`src/rtl/uart_pkg.sv`:
```
// Shared definitions for the UART receiver peripheral: register map,
// STATUS/CTRL bit positions and the receive FSM state encoding.
package uart_pkg;

  // Register select values, taken from address bits [3:2]
  localparam logic [1:0] REG_DATA   = 2'd0;
  localparam logic [1:0] REG_STATUS = 2'd1;
  localparam logic [1:0] REG_CTRL   = 2'd2;
  localparam logic [1:0] REG_RSVD   = 2'd3;

  // STATUS bit positions
  localparam int ST_NOT_EMPTY  = 0;
  localparam int ST_FULL       = 1;
  localparam int ST_OVERRUN    = 2;
  localparam int ST_FRAME_ERR  = 3;
  localparam int ST_PARITY_ERR = 4;
  localparam int ST_COUNT_LSB  = 8;

  // CTRL bit positions
  localparam int CTRL_CLR_ERR = 0;
  localparam int CTRL_FLUSH   = 1;
  localparam int CTRL_IRQ_EN  = 2;

  // Receive FSM states
  //   state      | meaning
  //   RX_IDLE    | line idle, waiting for a falling edge
  //   RX_START   | half a bit period in, confirm start bit is still low
  //   RX_DATA    | sampling 8 data bits, LSB first
  //   RX_PARITY  | sampling the even-parity bit (parity builds only)
  //   RX_STOP    | sampling the stop bit, then push or flag frame error
  typedef enum logic [2:0] {
    RX_IDLE,
    RX_START,
    RX_DATA,
    RX_PARITY,
    RX_STOP
  } rx_state_e;

endpackage

```
`src/rtl/sync_fifo.sv`:
```
// Single-clock FIFO with synchronous active-low reset. A push into a full
// FIFO is accepted only when a pop happens in the same cycle; flush wins
// over everything else in its cycle.
module sync_fifo #(
  parameter int WIDTH = 8,
  parameter int DEPTH = 8,
  localparam int AW = $clog2(DEPTH),
  localparam int CW = AW + 1
) (
  input  logic             clk,
  input  logic             resetn,
  input  logic             push,
  input  logic             pop,
  input  logic             flush,
  input  logic [WIDTH-1:0] din,
  output logic [WIDTH-1:0] dout,
  output logic             full,
  output logic             empty,
  output logic [CW-1:0]    count
);

  localparam logic [CW-1:0] FULL_CNT = CW'(DEPTH);

  logic [WIDTH-1:0] mem_q [DEPTH];
  logic [AW-1:0]    wr_ptr_q;
  logic [AW-1:0]    rd_ptr_q;
  logic [CW-1:0]    count_q;
  logic             do_push;
  logic             do_pop;

  assign full    = (count_q == FULL_CNT);
  assign empty   = (count_q == '0);
  assign count   = count_q;
  assign dout    = mem_q[rd_ptr_q];
  // When full, a same-cycle pop frees the slot the push writes into.
  assign do_push = push & (~full | pop) & ~flush;
  assign do_pop  = pop & ~empty & ~flush;

  // Storage array, written only on an accepted push
  always_ff @(posedge clk) begin
    if (do_push) begin
      mem_q[wr_ptr_q] <= din;
    end
  end

  // Pointer and occupancy bookkeeping
  always_ff @(posedge clk) begin
    if (!resetn || flush) begin
      wr_ptr_q <= '0;
      rd_ptr_q <= '0;
      count_q  <= '0;
    end else begin
      if (do_push) wr_ptr_q <= wr_ptr_q + 1'b1;
      if (do_pop)  rd_ptr_q <= rd_ptr_q + 1'b1;
      case ({do_push, do_pop})
        2'b10:   count_q <= count_q + 1'b1;
        2'b01:   count_q <= count_q - 1'b1;
        default: count_q <= count_q;
      endcase
    end
  end

endmodule

```
`src/rtl/uart_rx_dbus.sv`:
```
// UART receiver with a small data-bus register interface and byte FIFO.
// Optional even-parity checking is enabled by defining UART_RX_PARITY_EN.
module uart_rx_dbus
  import uart_pkg::*;
#(
  parameter int CLK_FREQ   = 100000000,
  parameter int BAUD_RATE  = 115200,
  parameter int FIFO_DEPTH = 8,
  parameter int RISCV_WL   = 32
) (
  input  logic                clk,
  input  logic                resetn,
  input  logic                uart_rx,
  input  logic                dbus_cmd_valid,
  input  logic                dbus_cmd_payload_wr,
  input  logic [3:0]          dbus_cmd_payload_address,
  input  logic [RISCV_WL-1:0] dbus_cmd_payload_data,
  output logic                dbus_rsp_ready,
  output logic [RISCV_WL-1:0] dbus_rsp_data,
  output logic                rx_irq
);

  localparam int DIV = CLK_FREQ / BAUD_RATE;
  localparam int CW  = (DIV > 1) ? $clog2(DIV) : 1;
  localparam int FCW = $clog2(FIFO_DEPTH) + 1;
  localparam logic [CW-1:0] CNT_FULL = CW'(DIV - 1);
  localparam logic [CW-1:0] CNT_HALF = CW'(DIV / 2 - 1);

  logic            rx_s1_q, rx_s2_q, rx_prev_q;
  logic            rx_fall;
  rx_state_e       state_q;
  logic [CW-1:0]   cnt_q;
  logic [2:0]      bit_idx_q;
  logic [7:0]      shift_q;
  logic            push_q;
  logic            ferr_evt_q;
`ifdef UART_RX_PARITY_EN
  logic            par_bad_q;
  logic            perr_evt_q;
  logic            parity_err_q;
`endif

  logic            overrun_q, frame_err_q, irq_en_q;
  logic            rsp_ready_q;
  logic [RISCV_WL-1:0] rsp_data_q, rsp_data_d;

  logic [1:0]      reg_sel;
  logic            rd_req, wr_req, ctrl_wr;
  logic            clr_err, fifo_flush, fifo_pop, ovf_evt;
  logic [7:0]      fifo_dout;
  logic            fifo_full, fifo_empty;
  logic [FCW-1:0]  fifo_count;
  logic            unused_bits;

  assign reg_sel    = dbus_cmd_payload_address[3:2];
  assign rd_req     = dbus_cmd_valid & ~dbus_cmd_payload_wr;
  assign wr_req     = dbus_cmd_valid & dbus_cmd_payload_wr;
  assign ctrl_wr    = wr_req & (reg_sel == REG_CTRL);
  assign clr_err    = ctrl_wr & dbus_cmd_payload_data[CTRL_CLR_ERR];
  assign fifo_flush = ctrl_wr & dbus_cmd_payload_data[CTRL_FLUSH];
  assign fifo_pop   = rd_req & (reg_sel == REG_DATA) & ~fifo_empty;
  assign ovf_evt    = push_q & fifo_full & ~fifo_pop & ~fifo_flush;
  assign rx_fall    = rx_prev_q & ~rx_s2_q;
  assign unused_bits = ^{dbus_cmd_payload_address[1:0], dbus_cmd_payload_data};

  // Two-flop synchronizer plus one delayed copy for edge detection
  always_ff @(posedge clk) begin
    if (!resetn) begin
      rx_s1_q   <= 1'b1;
      rx_s2_q   <= 1'b1;
      rx_prev_q <= 1'b1;
    end else begin
      rx_s1_q   <= uart_rx;
      rx_s2_q   <= rx_s1_q;
      rx_prev_q <= rx_s2_q;
    end
  end

  // Receive FSM; bit timing from a down-counter that samples at zero
  always_ff @(posedge clk) begin
    if (!resetn) begin
      state_q    <= RX_IDLE;
      cnt_q      <= '0;
      bit_idx_q  <= '0;
      shift_q    <= '0;
      push_q     <= 1'b0;
      ferr_evt_q <= 1'b0;
`ifdef UART_RX_PARITY_EN
      par_bad_q  <= 1'b0;
      perr_evt_q <= 1'b0;
`endif
    end else begin
      push_q     <= 1'b0;
      ferr_evt_q <= 1'b0;
`ifdef UART_RX_PARITY_EN
      perr_evt_q <= 1'b0;
`endif
      case (state_q)
        RX_IDLE: begin
          if (rx_fall) begin
            state_q <= RX_START;
            cnt_q   <= CNT_HALF;
          end
        end
        RX_START: begin
          if (cnt_q == '0) begin
            if (rx_s2_q) begin
              state_q <= RX_IDLE;
            end else begin
              state_q   <= RX_DATA;
              cnt_q     <= CNT_FULL;
              bit_idx_q <= '0;
            end
          end else begin
            cnt_q <= cnt_q - 1'b1;
          end
        end
        RX_DATA: begin
          if (cnt_q == '0) begin
            shift_q   <= {rx_s2_q, shift_q[7:1]};
            cnt_q     <= CNT_FULL;
            bit_idx_q <= bit_idx_q + 1'b1;
            if (bit_idx_q == 3'd7) begin
`ifdef UART_RX_PARITY_EN
              state_q <= RX_PARITY;
`else
              state_q <= RX_STOP;
`endif
            end
          end else begin
            cnt_q <= cnt_q - 1'b1;
          end
        end
`ifdef UART_RX_PARITY_EN
        RX_PARITY: begin
          if (cnt_q == '0) begin
            par_bad_q <= ^{shift_q, rx_s2_q};
            cnt_q     <= CNT_FULL;
            state_q   <= RX_STOP;
          end else begin
            cnt_q <= cnt_q - 1'b1;
          end
        end
`endif
        RX_STOP: begin
          if (cnt_q == '0) begin
            state_q <= RX_IDLE;
            if (!rx_s2_q) begin
              ferr_evt_q <= 1'b1;
`ifdef UART_RX_PARITY_EN
            end else if (par_bad_q) begin
              perr_evt_q <= 1'b1;
`endif
            end else begin
              push_q <= 1'b1;
            end
          end else begin
            cnt_q <= cnt_q - 1'b1;
          end
        end
        default: state_q <= RX_IDLE;
      endcase
    end
  end

  sync_fifo #(
    .WIDTH (8),
    .DEPTH (FIFO_DEPTH)
  ) u_fifo (
    .clk    (clk),
    .resetn (resetn),
    .push   (push_q),
    .pop    (fifo_pop),
    .flush  (fifo_flush),
    .din    (shift_q),
    .dout   (fifo_dout),
    .full   (fifo_full),
    .empty  (fifo_empty),
    .count  (fifo_count)
  );

  // Sticky error flags and interrupt enable; a new error wins over a same-cycle clear
  always_ff @(posedge clk) begin
    if (!resetn) begin
      overrun_q    <= 1'b0;
      frame_err_q  <= 1'b0;
      irq_en_q     <= 1'b0;
`ifdef UART_RX_PARITY_EN
      parity_err_q <= 1'b0;
`endif
    end else begin
      overrun_q    <= (overrun_q & ~clr_err) | ovf_evt;
      frame_err_q  <= (frame_err_q & ~clr_err) | ferr_evt_q;
`ifdef UART_RX_PARITY_EN
      parity_err_q <= (parity_err_q & ~clr_err) | perr_evt_q;
`endif
      if (ctrl_wr) irq_en_q <= dbus_cmd_payload_data[CTRL_IRQ_EN];
    end
  end

  // Read data mux for the addressed register
  always_comb begin
    rsp_data_d = '0;
    case (reg_sel)
      REG_DATA: begin
        if (!fifo_empty) begin
          rsp_data_d[8]   = 1'b1;
          rsp_data_d[7:0] = fifo_dout;
        end
      end
      REG_STATUS: begin
        rsp_data_d[ST_NOT_EMPTY] = ~fifo_empty;
        rsp_data_d[ST_FULL]      = fifo_full;
        rsp_data_d[ST_OVERRUN]   = overrun_q;
        rsp_data_d[ST_FRAME_ERR] = frame_err_q;
`ifdef UART_RX_PARITY_EN
        rsp_data_d[ST_PARITY_ERR] = parity_err_q;
`endif
        rsp_data_d[ST_COUNT_LSB +: FCW] = fifo_count;
      end
      REG_CTRL:  rsp_data_d[CTRL_IRQ_EN] = irq_en_q;
      REG_RSVD:  rsp_data_d = '0;
      default:   rsp_data_d = '0;
    endcase
  end

  // Registered read response, one cycle after the read strobe
  always_ff @(posedge clk) begin
    if (!resetn) begin
      rsp_ready_q <= 1'b0;
      rsp_data_q  <= '0;
    end else begin
      rsp_ready_q <= rd_req;
      if (rd_req) rsp_data_q <= rsp_data_d;
    end
  end

  assign dbus_rsp_ready = rsp_ready_q;
  assign dbus_rsp_data  = rsp_data_q;
  assign rx_irq = irq_en_q & (~fifo_empty | overrun_q | frame_err_q
`ifdef UART_RX_PARITY_EN
                              | parity_err_q
`endif
                              );

endmodule

```
`config.mk`:
```
export PLATFORM = sky130hd
export DESIGN_NAME = uart_rx_dbus
export DESIGN_NICKNAME = d
export VERILOG_FILES = /design/src/rtl/uart_pkg.sv /design/src/rtl/sync_fifo.sv /design/src/rtl/uart_rx_dbus.sv
export SDC_FILE = /design/constraint.sdc
export NUM_CORES = 1
export LEC_CHECK = 0
export ABC_AREA = 1
export BUFFER_PORTS_ARGS = -buffer_cell sky130_fd_sc_hd__buf_2
export CAP_MARGIN = 15
export CORE_MARGIN = 2
export CORE_UTILIZATION = 31
export DETAILED_ROUTE_END_ITERATION = 8
export PLACE_DENSITY_LB_ADDON = 0.1
export SLEW_MARGIN = 5
export SYNTH_ARGS = -nofsm -noshare
export SYNTH_HDL_FRONTEND = slang
export SYNTH_HIERARCHICAL = 1
export SYNTH_SLANG_ARGS = --single-unit
```
`constraint.sdc`:
```
create_clock -name clk -period 3.7 [get_ports clk]
set_input_delay 0 -clock clk [delete_from_list [all_inputs] [get_ports clk]]
set_output_delay 0 -clock clk [all_outputs]
set_load 0.01 [all_outputs]
```
---- After elaboration in Yosys (flattened, before gate mapping) ----
Memories as Yosys holds them, arrays and structs flattened. A register that Yosys moved wholly into a read port is not among the register bits.
Index checks and enable logic that the tools add are counted.
storage, ports and cells
  register bits after elaboration ......... 55
  bits in writable memories ............... 64
  input bits .............................. 41
  memories kept ........................... 1
memories
  memory        depth  width  rd ports  clocked after Yosys merged registers in  wr ports  line             text
  u_fifo.mem_q  8      8      1         1                                        1         sync_fifo.sv:24  logic [WIDTH-1:0] mem_q [DEPTH];
cells by class
  add/subtract/negate cells ............... 6
  eq/ne operators ......................... 18
  mux-type cells .......................... 31
  bitwise gates (word level) .............. 30
  reduce and logical (&&, ||, !) cells .... 14
operators by type and width
  kind                                                                    count
  10-bit two-way mux                                                      5
  10-bit one-hot mux with 4 select lines                                  1
  3-bit two-way mux                                                       11
  1-bit bitwise AND                                                       18
  2-bit inequality test (second input constant)                           7
  3-bit one-hot mux with 4 select lines                                   1
  10-bit zero test                                                        1
  10-bit by 1-bit subtractor with 10-bit output (second input constant)   1
  3-bit by 1-bit adder with 3-bit output (second input constant)          3
  9-bit two-way mux                                                       1
  4-bit one-hot mux with 2 select lines                                   1
  4-bit AND reduction                                                     2
  1-bit NOT                                                               7
  2-bit equality test (second input constant)                             3
  3-bit equality test (second input constant)                             2
  3-bit one-hot mux with 2 select lines                                   1
  1-bit OR                                                                5
  5-bit AND reduction                                                     1
  4-bit by 1-bit adder with 4-bit output (second input constant)          1
  2-bit by 1-bit equality test with 1-bit output (second input constant)  2
  4-bit equality test (second input constant)                             1
  4-bit zero test                                                         1
  1-bit two-way mux                                                       4
  4-bit two-way mux                                                       1
  16 further kinds                                                        18

---- Depth between registers and ports, before layout ----
Gate-level depths: netlist (run 1).
  word-level depth ........................ 9
  mapped depth ............................ 19
  gate-level depth less buffers ........... 19

---- By module ----
Netlist (run 1), hierarchy kept.
by module, submodules not included
  module        times used  cells each  area an instance (um^2)  seq. area each (um^2)
  sync_fifo     1           280         3230.6                   2182.1
  uart_rx_dbus  1           307         2204.6                   900.9

---- Least setup slack after synthesis (run 1) ----
OpenSTA, ideal clock, no wires.
  kind .................................... register -> register
  from .................................... reg u_fifo.count_q[1] (netlist: u_fifo/count[1])
  to ...................................... reg u_fifo.count_q[2] (netlist: u_fifo/count[2])
  setup time .............................. 0.115 ns
  data arrival time ....................... 2.227 ns
  required time ........................... 3.585 ns
  slack ................................... 1.357 ns
  stages on the path, launching flop included .. 18
  clock period less this slack ............ 2.343 ns
  cells stage by stage .................... dfxtp_1 -> nor2_2 -> nand3_1 -> inv_1 -> nor3_1 -> nand2_1 -> inv_2 -> inv_1 -> nand4_1 -> nand3_2 -> ha_1 -> nor2_1 -> nor2_2 -> ha_1 -> a21oi_1 -> xnor2_1 -> o21ai_0 -> inv_1
between the ends
  cells in the longest elaborated chain, start to end .. 8
  elaborated cells between the ends (all ways) .. 16
  those cells by class .................... add/sub (2); eq/ne (3); mux (1); bitwise (8); reduce/logical (2)
ends and longest elaborated chain
  item                                                                                   line                text
  start: declaration                                                                     sync_fifo.sv:27     logic [CW-1:0] count_q;
  start signal: assignment                                                               sync_fifo.sv:56     2'b10: count_q <= count_q + 1'b1;
  start signal: assignment                                                               sync_fifo.sv:57     2'b01: count_q <= count_q - 1'b1;
  start signal: assignment                                                               sync_fifo.sv:58     default: count_q <= count_q;
  4-bit zero test *                                                                      sync_fifo.sv:32     assign empty = (count_q == '0);
  net fifo_empty                                                                         uart_rx_dbus.sv:51  logic fifo_full, fifo_empty;
  1-bit NOT *                                                                            uart_rx_dbus.sv:61  assign fifo_pop = rd_req & (reg_sel == REG_DATA) & ~fifo_empty;
  1-bit bitwise AND *                                                                    uart_rx_dbus.sv:61
  net fifo_pop                                                                           uart_rx_dbus.sv:49  logic clr_err, fifo_flush, fifo_pop, ovf_evt;
  1-bit OR                                                                               sync_fifo.sv:36     assign do_push = push & (~full | pop) & ~flush;
  1-bit bitwise AND (2 in series)                                                        sync_fifo.sv:36
  2-bit by 1-bit equality test with 1-bit output or 2-bit equality test (tied branches)  sync_fifo.sv:55     case ({do_push, do_pop})
  4-bit one-hot mux with 2 select lines or 2-bit nonzero test (tied branches)            -
The timed path passes the listed nets; every way through them passes the cells marked *.
A chain may end at the register's enable or synchronous reset.

---- Final worst setup path (run 1) ----
  from .................................... reg u_fifo.count_q[0] (netlist: u_fifo/count[0])
  to ...................................... mem u_fifo.mem_q[3][1], enable pin
between the ends
  cells in the longest elaborated chain, start to end .. 8
  elaborated cells between the ends (all ways) .. 10
  those cells by class .................... eq/ne (1); mux (2); bitwise (6); reduce/logical (1)
ends and longest elaborated chain
  item                                     line                text
  4-bit zero test                          sync_fifo.sv:32
  net fifo_empty                           uart_rx_dbus.sv:51
  1-bit NOT                                uart_rx_dbus.sv:61
  1-bit bitwise AND                        uart_rx_dbus.sv:61
  net fifo_pop                             uart_rx_dbus.sv:49
  1-bit OR                                 sync_fifo.sv:36
  1-bit bitwise AND (2 in series)          sync_fifo.sv:36
  1-bit two-way mux                        sync_fifo.sv:41     if (do_push) begin
  1-bit two-way mux (implied by the code)  sync_fifo.sv:42     mem_q[wr_ptr_q] <= din;
  end: declaration                         sync_fifo.sv:24
The timed path passes the listed nets, and every way through them passes these cells.

==> results of run 1 <==
## power by group through the flow
stage               sequential [W]  combinational, W  clock, W
floorplan                  0.00160          0.000612         0
global placement           0.00163          0.000712         0
detailed placement         0.00163          0.000719         0
CTS                        0.00160          0.000730   0.00170
global route               0.00161          0.000842   0.00176
finish                     0.00160          0.000727   0.00165
## cell type report
class                      instances  area, µm²
sequential                       122       3083
tap                              225      281.5
fill                            1750      10830
timing repair buffer              43      287.8
clock buffer                      25      549.3
multi-input combinational        399       1969
clock inverter                     6      55.05
inverter                          49      183.9
## layer usage
metal	part of all wire (%)	track usage, %	vias up
li1	-	-	2008
met1	47	17.76	1875
met2	49	23.20	78
met3	2.8	3.579	13
met4	1.6	6.076	0
met5	0	0	-
## worst min path at each step
stage           endpoint  slack (ps)
2_1_floorplan    rx_s1_q         110
3_3_place_gp     rx_s1_q         190
3_5_place_dp     rx_s1_q         190
4_1_cts         irq_en_q          10
5_1_grt        rx_prev_q          50
6_report        irq_en_q          30
## synth_stat cells, types with 2 or more instances
cell type and count:
nand2_1 118, nor2_4 3, edfxtp_1 64, dfxtp_1 58
buf_4 22, mux2i_1 8, a22o_1 2, nand3_1 15
or2_2 3, buf_6 6, inv_1 44, inv_2 4
a211oi_1 2, nand4_1 5, a21oi_1 30, o21ai_0 36
a31oi_1 2, nand3_2 3, ha_1 9, o21ai_1 17
buf_2 3, o22ai_1 8, xnor2_1 2, xor2_1 8
clkbuf_1 4, nor2_1 87, nand2_2 5, a22oi_1 3
nor2_2 5, nor3_1 2
## sequential cells by signal, summed over array words and instances (netlist names), 3 cells and up, named ones only
name and cells:
u_fifo/count 4, u_fifo/mem_q 64, shift_q 8, dbus_rsp_data 12
bit_idx_q 3, u_fifo/wr_ptr_q 3, cnt_q 10, u_fifo/rd_ptr_q 3
state_q 3
## tightest hold or removal path: stages
cell and delay, ps:
buf_2 100, nand4_1 100, inv_1 60, nor2_1 80, nor2_1 50
## cell families (layout without fill, tap and decap cells)
group | Yosys count | count (layout) | share of synthesized area, %
and+or+nand+nor | 248 | 248 | 19.22
DFF | 122 | 122 | 56.72
adders and majority gates | 9 | 9 | 2.072
muxes | 8 | 8 | 1.473
xor gates and xnor gates | 10 | 10 | 1.612
AOI/OAI and AO/OA | 104 | 104 | 10.47
other | 1 | 20 | 0.06899
buffers and inverters | 85 | 123 | 8.356
## per-stage QoR
step / area, µm² / util, % / worst slack, ps
after global placement: 5715 / 33.16 / 912.3
after global routing: 6410 / 37.19 / 500.3
after floorplan: 5507 / - / 1357
after CTS: 6410 / 37.19 / 822.3
after detailed placement: 5715 / 33.16 / 843.7
final: 6410 / 37.19 / 820.9
==> results.toml, run 1 <==
[sta]
max_freq_mhz = 347.3
setup_violations = 0
fin_setup_tns_ps = 0
hold-worst-slack_ps = 34.99
post-route-min-period_ps = 2879
rsz0062_at_grt = "no"
max_slew_margin_pct = 41.89
clock-skew-final_ps = 16.37
timing_hold_violations_final = 0
final_min_period_over_clock_period_pct = 77.81
number_of_max_slew_violations_in_the_final_report = 0
tightestPinTransition_ps = 868.4

[global_route]
grt_antenna_before_repair = 0
globalRoute.totalOverflow = 0
first_pass_grt_wire_length_um = 19640
grt_max_degree = 25
grt_pass1_vias = 3726
globalRouteTotalUtil_pct = 14.18

[yosys]
yosysUniqueCellTypes = 39
synth-seq-cells = 122
yosysSeqAreaShare_pct = 56.72
synth_enable_flop_cells = 64
syn-cell-area_um2 = 5435
syn_avg_cell_area_um2 = 9.259
postSynth.topFlopCell = "edfxtp_1"
synth.area.top_cells = "edfxtp_1 (35%), dfxtp_1 (21%), nand2_1 (8.1%)"
syn-instance-count = 587
synth-warning-count = 6
synthDominantCellAreaShare_pct = 35.36
ys_async_rst_share_pct = 0
synth_area_leader_cell = "edfxtp_1"

[job]
timing.max_cap.violations = 0

[route]
drc_errors = 0
detail_route.iter0.violations = 210
drt.antenna.violating_nets = 0
drt-pass1-iter-count = 5
detailroute.via_count = 3974
wl_per_cell_um = 14.01
wirelength_um = 12170
post_drt_via_cell_ratio = 4.573

[setup_path]
cp_max_fo = 8
worstRegToRegCells = 12
start_point_of_the_critical_path = "u_fifo/count[0]"
critical_path.reg2reg.endpoint = "u_fifo/mem_q[3][1]"
cp_data_required_time_ps = 3730
worst_r2r_startpoint = "u_fifo/count[0]"
cp_cell_sequence = "nor2_2 > nand3_1 > inv_1 > nor3_1 > nand2_1 > inv_2 > inv_1 > nand4_1 > nand3_2 > inv_2 > nand2_2 > nor2_1"
cp-end-kind = "register"
path_buf_inv = 4
regToRegSetupSlack_ps = 820
setup.worst_path.end = "u_fifo/mem_q[3][1]"
crit_type = "register to register"
cp_num_cells = 12
crit_family = "simple AND/OR/NAND/NOR gates"
crit_path_top_delay_cell = "nor2_1"
worstSetupStartpointType = "register"
critPathArrivalTime_ps = 2910
cpPeakStageDelay_ps = 670

[worst_hold_path]
worstHoldPathType = "primary input to register"
hold_path_depth = 5
min_from = "dbus_cmd_valid"

[clocking]
cts_tree = "done"
cts_num_sinks = 122
ctsHtreeMaxLevel = 4
cts-root-to-sink-buffers = 2
cts_hold_buffers = 9
cts_inserted_buffers = 17
post_cts.resized_instances = 0
worst_setup_hold_path_clk_slew_ps = 50
post_cts.repair.setup_buffers = 0
cts.root.buffer_cell = "clkbuf_16"
clk_latency_ps = 420

[placed_design]
globalplace.congestion = 0.8001
placed_cells = 829
place.detailed.hpwl_um = 8272
count_of_input_and_output_buffers = 23

[power]
sequentialPowerShare_pct = 40.2
worst_ir_drop_vdd_mv = 0.3366
netSwitchingFraction_pct = 28.27
switching_power_w = 0.001124
power_frac_clock_pct = 41.5
cellPowerDensity_nw_per_um2 = 620.4
internal_power_w = 0.002853
totalPowerFinal_w = 0.003977
fraction_of_power_consumed_by_combinational_cells_pct = 18.3
leakagePower_nw = 2.624

[final_layout]
layout-drive-gt1-share_pct = 13.66
nNetsFinal = 682
layout_common_cells = "nand2_1 (118), nor2_1 (87), edfxtp_1 (64)"
final_common_cell = "nand2_1"
n_antenna_cell = 0
area_delta_synth_final_pct = 17.93
finalNonFillerCells = 869

[floorplan]
die_area_um2 = 18610
vertical_extent_of_the_die_um = 136.4
io_pins = 75
core_area_um2 = 17240
die_x_um = 136.4
core.rowCount = 48
initial_utilization_pct = 31.53

[status]
status = "complete, no violations"
No activity file was read; power rests on OpenSTA's default activity.
==> run 2: changes to the inputs <==
- ABC_AREA: 1 -> 0
- clock period: 3.7 -> 2.4 ns (I/O delays scaled with it)
==> run 2 against run 1 <==
  * Count of clock-buffer cells in the layout shrank 2
  * Sequential share of layout area shrank 1.7 points
  * Worst hold slack gained 39 ps
  * Routed wire length shrank 1.5%
  * Register-to-register slack lost 780 ps
  * First-iteration DRC count grew 12%
  * Global-route usage shrank 0.49 points
  * Die area shrank 1.0%
  * Clock power grew 53%
  * Largest cell class unchanged
==> results.toml, run 2 <==
[setup_path]
cpPeakStageDelay_ps = 560
crit_type = "register to register"
critPathArrivalTime_ps = 2690
worst_r2r_startpoint = "u_fifo/count[1]"
start_point_of_the_critical_path = "u_fifo/count[1]"
worstSetupStartpointType = "register"
critical_path.reg2reg.endpoint = "u_fifo/count[2]"
cp-end-kind = "register"
regToRegSetupSlack_ps = 50
crit_path_top_delay_cell = "or4b_4"
worstRegToRegCells = 9
cp_max_fo = 4
cp_data_required_time_ps = 2730
cp_cell_sequence = "or4b_4 > o21ai_4 > ha_2 > xor2_1 > ha_1 > a21oi_2 > xor2_1 > or3_1 > a21oi_2"

[sta]
max_freq_mhz = 424.7
setup_violations = 0
tightestPinTransition_ps = 947.5
max_slew_margin_pct = 36.60
finalWorstSetupSlack_ps = 45.15
timing_hold_violations_final = 0
number_of_max_slew_violations_in_the_final_report = 0
rsz0062_at_grt = "yes"
final_min_period_over_clock_period_pct = 98.12
post-route-min-period_ps = 2355
clock-skew-final_ps = 8.079

[global_route]
globalRouteTotalUtil_pct = 13.69
grt_pass1_vias = 3343
grt_max_degree = 38
grt_antenna_before_repair = 0
globalRoute.totalOverflow = 0
first_pass_grt_wire_length_um = 18750

[route]
detail_route.iter0.violations = 235
post_drt_via_cell_ratio = 4.704
wirelength_um = 11990
drc_errors = 0
detailroute.via_count = 3514
wl_per_cell_um = 16.05
drt.antenna.violating_nets = 0
drt-pass1-iter-count = 5

[worst_hold_path]
worstHoldPathType = "primary input to register"
hold-path-endpoint = "dbus_rsp_data[0]"
min_from = "dbus_cmd_payload_address[3]"
hold_path_depth = 5

[final_layout]
n_antenna_cell = 0
area_delta_synth_final_pct = 23.70
nNetsFinal = 559
final-seq-area_um2 = 3090
layout_common_cells = "edfxtp_1 (64), dfxtp_1 (54), nor2_1 (42)"
post-route-util_pct = 38.87
area_occupied_by_multi_input_gates_um2 = 2181
final_common_cell = "edfxtp_1"
largest_register_ff_count = 64
most_flop_heavy_register = "u_fifo/mem_q"
layout-drive-gt1-share_pct = 28.54
total_of_fill_cells_in_the_finished_design = 1685

[floorplan]
die_x_um = 135.7
io_pins = 75
vertical_extent_of_the_die_um = 135.7
die_area_um2 = 18420
initial_utilization_pct = 31.43
core.rowCount = 48
core_area_um2 = 17120

[yosys]
ys_async_rst_share_pct = 0
synth.area.top_cells = "edfxtp_1 (36%), dfxtp_1 (22%), mux4_2 (6.7%)"
post-synth-top-count-cell = "edfxtp_1"
post_synth_most_frequent_cells = "edfxtp_1 (64), dfxtp_1 (58), nor2_1 (44)"
syn_avg_cell_area_um2 = 12.06
synth_area_leader_cell = "edfxtp_1"
syn-cell-area_um2 = 5379
synth-warning-count = 6
yosysSeqAreaShare_pct = 57.32
syn-instance-count = 446
synthDominantCellAreaShare_pct = 35.73
postSynth.topFlopCell = "edfxtp_1"
synth-seq-cells = 122
synth_enable_flop_cells = 64
yosysUniqueCellTypes = 65

[power]
worst_ir_drop_vdd_mv = 0.4899
leakagePower_nw = 2.444
totalPowerFinal_w = 0.004970
cellPowerDensity_nw_per_um2 = 747.0

[placed_design]
count_of_input_and_output_buffers = 23
post-place-ws_ps = -73.37
place.detailed.hpwl_um = 7900
globalplace.congestion = 0.7450

[clocking]
cts.root.buffer_cell = "clkbuf_16"
worst_setup_hold_path_clk_slew_ps = 60
cts_tree = "done"
cts_num_sinks = 122
clk_latency_ps = 410
cts-root-to-sink-buffers = 2
ctsHtreeMaxLevel = 4
cts_inserted_buffers = 17

[job]
timing.max_cap.violations = 0

[status]
status = "complete, no violations"
run 2: changes by cell type after synthesis, sizes merged, moves of 11 or more:
cell	previous run	this run
nand3	18	7
mux4	0	16
nand2	123	33
inv	48	11
nor2	95	44
o21ai	53	10
run 2: cell type report:
cell class                      instances  area share (%)
Sequential cell                       122           46.45
Timing Repair Buffer                   68           7.221
Clock inverter                          9           1.824
Clock buffer                           23           6.882
Multi-Input combinational cell        289           32.78
Tap cell                              225           4.231
Inverter                               11          0.6205
run 2: how the worst max path moves through the flow:
stage | to | cells after the start | slack (ps)
global route | u_fifo/count[2] | 11 | -80
floorplan | u_fifo/count[2] | 12 | -50
finish | u_fifo/count[2] | 9 | 50
CTS | u_fifo/count[2] | 12 | 5
detailed placement | u_fifo/count[3] | 10 | -70
global placement | u_fifo/count[3] | 8 | 40
run 2: critical path, delay by kind of cell, from the launching register on:
kind                     cells  cell delay, ps
AO/OA/AOI/OAI                3             340
XOR/XNOR                     2             290
AND/OR/NAND/NOR              2             880
adder cells (fa/ha/maj)      2             400
flip-flops                   1             350
run 2: what timing repair did:
action	CTS	global route
pin swaps	3	9
gates resized for setup	2	17
hold endpoints to repair	6	0
setup buffers	2	8
hold buffers	6	0
endpoints found under the setup margin	2	2
gates cloned	0	0
run 2: kinds of logic (layout without fill, tap and decap cells):
logic type                 Yosys count  in the layout  share of synthesized area (%)
xor gates and xnor gates             8              8                          1.303
muxes                               30             30                          9.491
buffers and inverters               54            111                          5.862
other                                1             20                        0.06972
AOI/OAI and AO/OA                   81             81                          10.37
and+or+nand+nor                    140            140                          13.28
adders and majority gates           10             10                          2.303
DFF                                122            122                          57.32
run 2: where the power goes:
group / total [W] / internal (W) / switching (W)
logic: 0.000241 / 0.0000830 / 0.000158
clock network: 0.00252 / 0.00165 / 0.000869
registers: 0.00221 / 0.00219 / 0.0000199
total: 0.00497 / 0.00392 / 0.00105
run 2: stage by stage:
stage | TNS, ps | hold slack [ps] | area, µm² | std cells
2_1_floorplan | -51.87 | 73.04 | 5478 | 465
3_3_place_gp | 0 | 184.1 | 5843 | 699
3_5_place_dp | -73.37 | 182.5 | 5843 | 699
4_1_cts | 0 | 48.00 | 6506 | 739
5_1_grt | -108.5 | 96.01 | 6654 | 747
6_report | 0 | 73.59 | 6654 | 747
run 2: routing by layer:
layer / wire length [µm] / vias up / GRT usage [%]
li1: - / 1725 / -
met1: 5737 / 1735 / 18.71
met2: 5815 / 43 / 21.04
met3: 322 / 11 / 3.853
met4: 117 / 0 / 4.398
met5: 0 / - / 0
==> run 3: changes to the inputs <==
- ABC_AREA: 0 -> 1
==> run 3 against run 2 <==
  * Power increased by 22%
  * Cell count increased by 18%
  * Utilization decreased by 1.0 points
  * Global-route usage increased by 1.0 points
  * Flip-flop and latch count unchanged
  * Sequential power increased by 12%
  * Cell area decreased by 2.0%
  * Register-to-register slack improved by 180 ps
==> results.toml, run 3 (same netlist as run 1, synthesis figures left out) <==
[final_layout]
layout-drive-gt1-share_pct = 16.52
most_flop_heavy_register = "u_fifo/mem_q"
layout_common_cells = "nand2_1 (118), nor2_1 (87), edfxtp_1 (64)"
largest_register_ff_count = 64
final_common_cell = "nand2_1"
nNetsFinal = 697
n_antenna_cell = 0
stdcell_area_um2 = 6521
area_delta_synth_final_pct = 19.98
finalNonFillerCells = 885

[setup_path]
cp_cell_sequence = "inv_1 > nand3_2 > inv_1 > nor3_2 > nand2_1 > inv_2 > inv_1 > nand4_1 > nand3_2 > ha_2 > nor2_1 > nor2_2 > ha_1 > a21oi_2 > xnor2_1 > o21ai_1 > inv_1"
crit_path_frequent_cell = "inv_1"
crit_path_top_delay_cell = "dfxtp_1"
cp-end-kind = "register"
worstSetupStartpointType = "register"
cp_data_required_time_ps = 2710
cpPeakStageDelay_ps = 320
critPathArrivalTime_ps = 2490
cp_max_fo = 4
crit_type = "register to register"

[power]
totalPowerFinal_w = 0.006069
internal_power_w = 0.004314
fraction_of_power_consumed_by_combinational_cells_pct = 18.6
netSwitchingFraction_pct = 28.92
sequentialPowerShare_pct = 40.7
leakagePower_nw = 2.691
cellPowerDensity_nw_per_um2 = 930.7
power_frac_clock_pct = 40.7
worst_ir_drop_vdd_mv = 0.5366
switching_power_w = 0.001755

[clocking]
cts_inserted_buffers = 17
clk_latency_ps = 410
ctsHtreeMaxLevel = 4
worst_setup_hold_path_clk_slew_ps = 50
cts.root.buffer_cell = "clkbuf_16"
cts_tree = "done"
cts-root-to-sink-buffers = 2
cts_num_sinks = 122

[route]
drc_errors = 0
drt-pass1-iter-count = 4
detail_route.iter0.violations = 231
detailroute.via_count = 4013
wl_per_cell_um = 14.16
drt.antenna.violating_nets = 0
post_drt_via_cell_ratio = 4.534
wirelength_um = 12530

[floorplan]
io_pins = 75
core_area_um2 = 17240
die_area_um2 = 18610
core.rowCount = 48
initial_utilization_pct = 31.53
die_x_um = 136.4
vertical_extent_of_the_die_um = 136.4

[sta]
final_min_period_over_clock_period_pct = 90.72
clock-skew-final_ps = 8.857
setup_violations = 0
post-route-min-period_ps = 2177
max_freq_mhz = 459.3
rsz0062_at_grt = "no"
number_of_max_slew_violations_in_the_final_report = 0
timing_hold_violations_final = 0
hold-worst-slack_ps = 42.02
fin_setup_tns_ps = 0

[global_route]
grt_max_degree = 25
grt_pass1_vias = 4031
first_pass_grt_wire_length_um = 20570
globalRouteTotalUtil_pct = 14.73
globalRoute.totalOverflow = 0
grt_antenna_before_repair = 0

[worst_hold_path]
worstHoldPathType = "primary input to register"

[job]
timing.max_cap.violations = 0

[placed_design]
count_of_input_and_output_buffers = 23
placed_cells = 845
post_dp_cell_area_um2 = 5836
globalplace.congestion = 0.7971
place.detailed.hpwl_um = 8643

[status]
status = "complete, no violations"
run 3: cell types whose count changed in the layout (fill, tap and decap cells not counted), sizes merged, moves of 8 or more:
cell,previous run,this run
mux4,16,0
nor2,44,95
mux2,8,0
inv,11,49
buf,62,50
o21ai,10,53
nor3,11,2
nand2b,9,0
nand3,7,18
nand2,33,123
run 3: critical path: cells and delay by family, from the launching register on:
kind	cells	cell delay, ps
AOI/OAI and AO/OA	2	250
xor gates and xnor gates	1	90
adders and majority gates	2	400
buffers and inverters	5	310
DFF	1	320
and+or+nand+nor	7	700
run 3: cell type report:
class | instances | area [µm²]
clock buffer | 25 | 518.0
clock inverter | 7 | 61.31
fill | 1747 | 10720
inverter | 49 | 183.9
multi-input combinational | 399 | 1996
sequential | 122 | 3083
tap | 225 | 281.5
timing repair buffer | 58 | 397.9
run 3: stage by stage:
stage / worst slack [ps] / utilization (%)
global placement: 122.8 / 33.86
finish: 222.8 / 37.83
detailed placement: 56.30 / 33.86
floorplan: 57.40 / -
CTS: 30.11 / 37.68
global route: 28.91 / 37.83
run 3: worst paths after layout:
kind                             from         endpoint  slack, ps  cells after the start
setup / recovery      u_fifo/count[3]  u_fifo/count[2]        220                     17
hold reg to reg               rx_s1_q          rx_s2_q        410                      1
hold / removal    dbus_cmd_payload_wr         irq_en_q         40                      5
setup reg to reg      u_fifo/count[3]  u_fifo/count[2]        220                     17
run 3: timing repair:
| item | 4_1_cts | 5_1_grt |
|---|---|---|
| setup endpoints to repair | 0 | 27 |
| gates resized for setup | 0 | 7 |
| hold buffers | 8 | 0 |
| endpoints found under the hold margin | 6 | 0 |
| setup buffers | 0 | 0 |
run 3: routing by layer:
metal	share of wire (%)	vias up	track usage [%]	wire, µm
met3	3.3	21	4.027	410
met1	48	1888	18.69	5964
li1	-	2038	-	-
met4	1.8	0	5.787	231
met5	0	-	0	0
met2	47	66	23.81	5928
run 3: power groups by stage:
stage	Combinational [W]	Sequential [W]	Clock, W
global route	0.00130	0.00249	0.00264
finish	0.00113	0.00247	0.00247
global placement	0.00110	0.00251	0
floorplan	0.000943	0.00247	0
detailed placement	0.00112	0.00251	0
CTS	0.00113	0.00247	0.00254
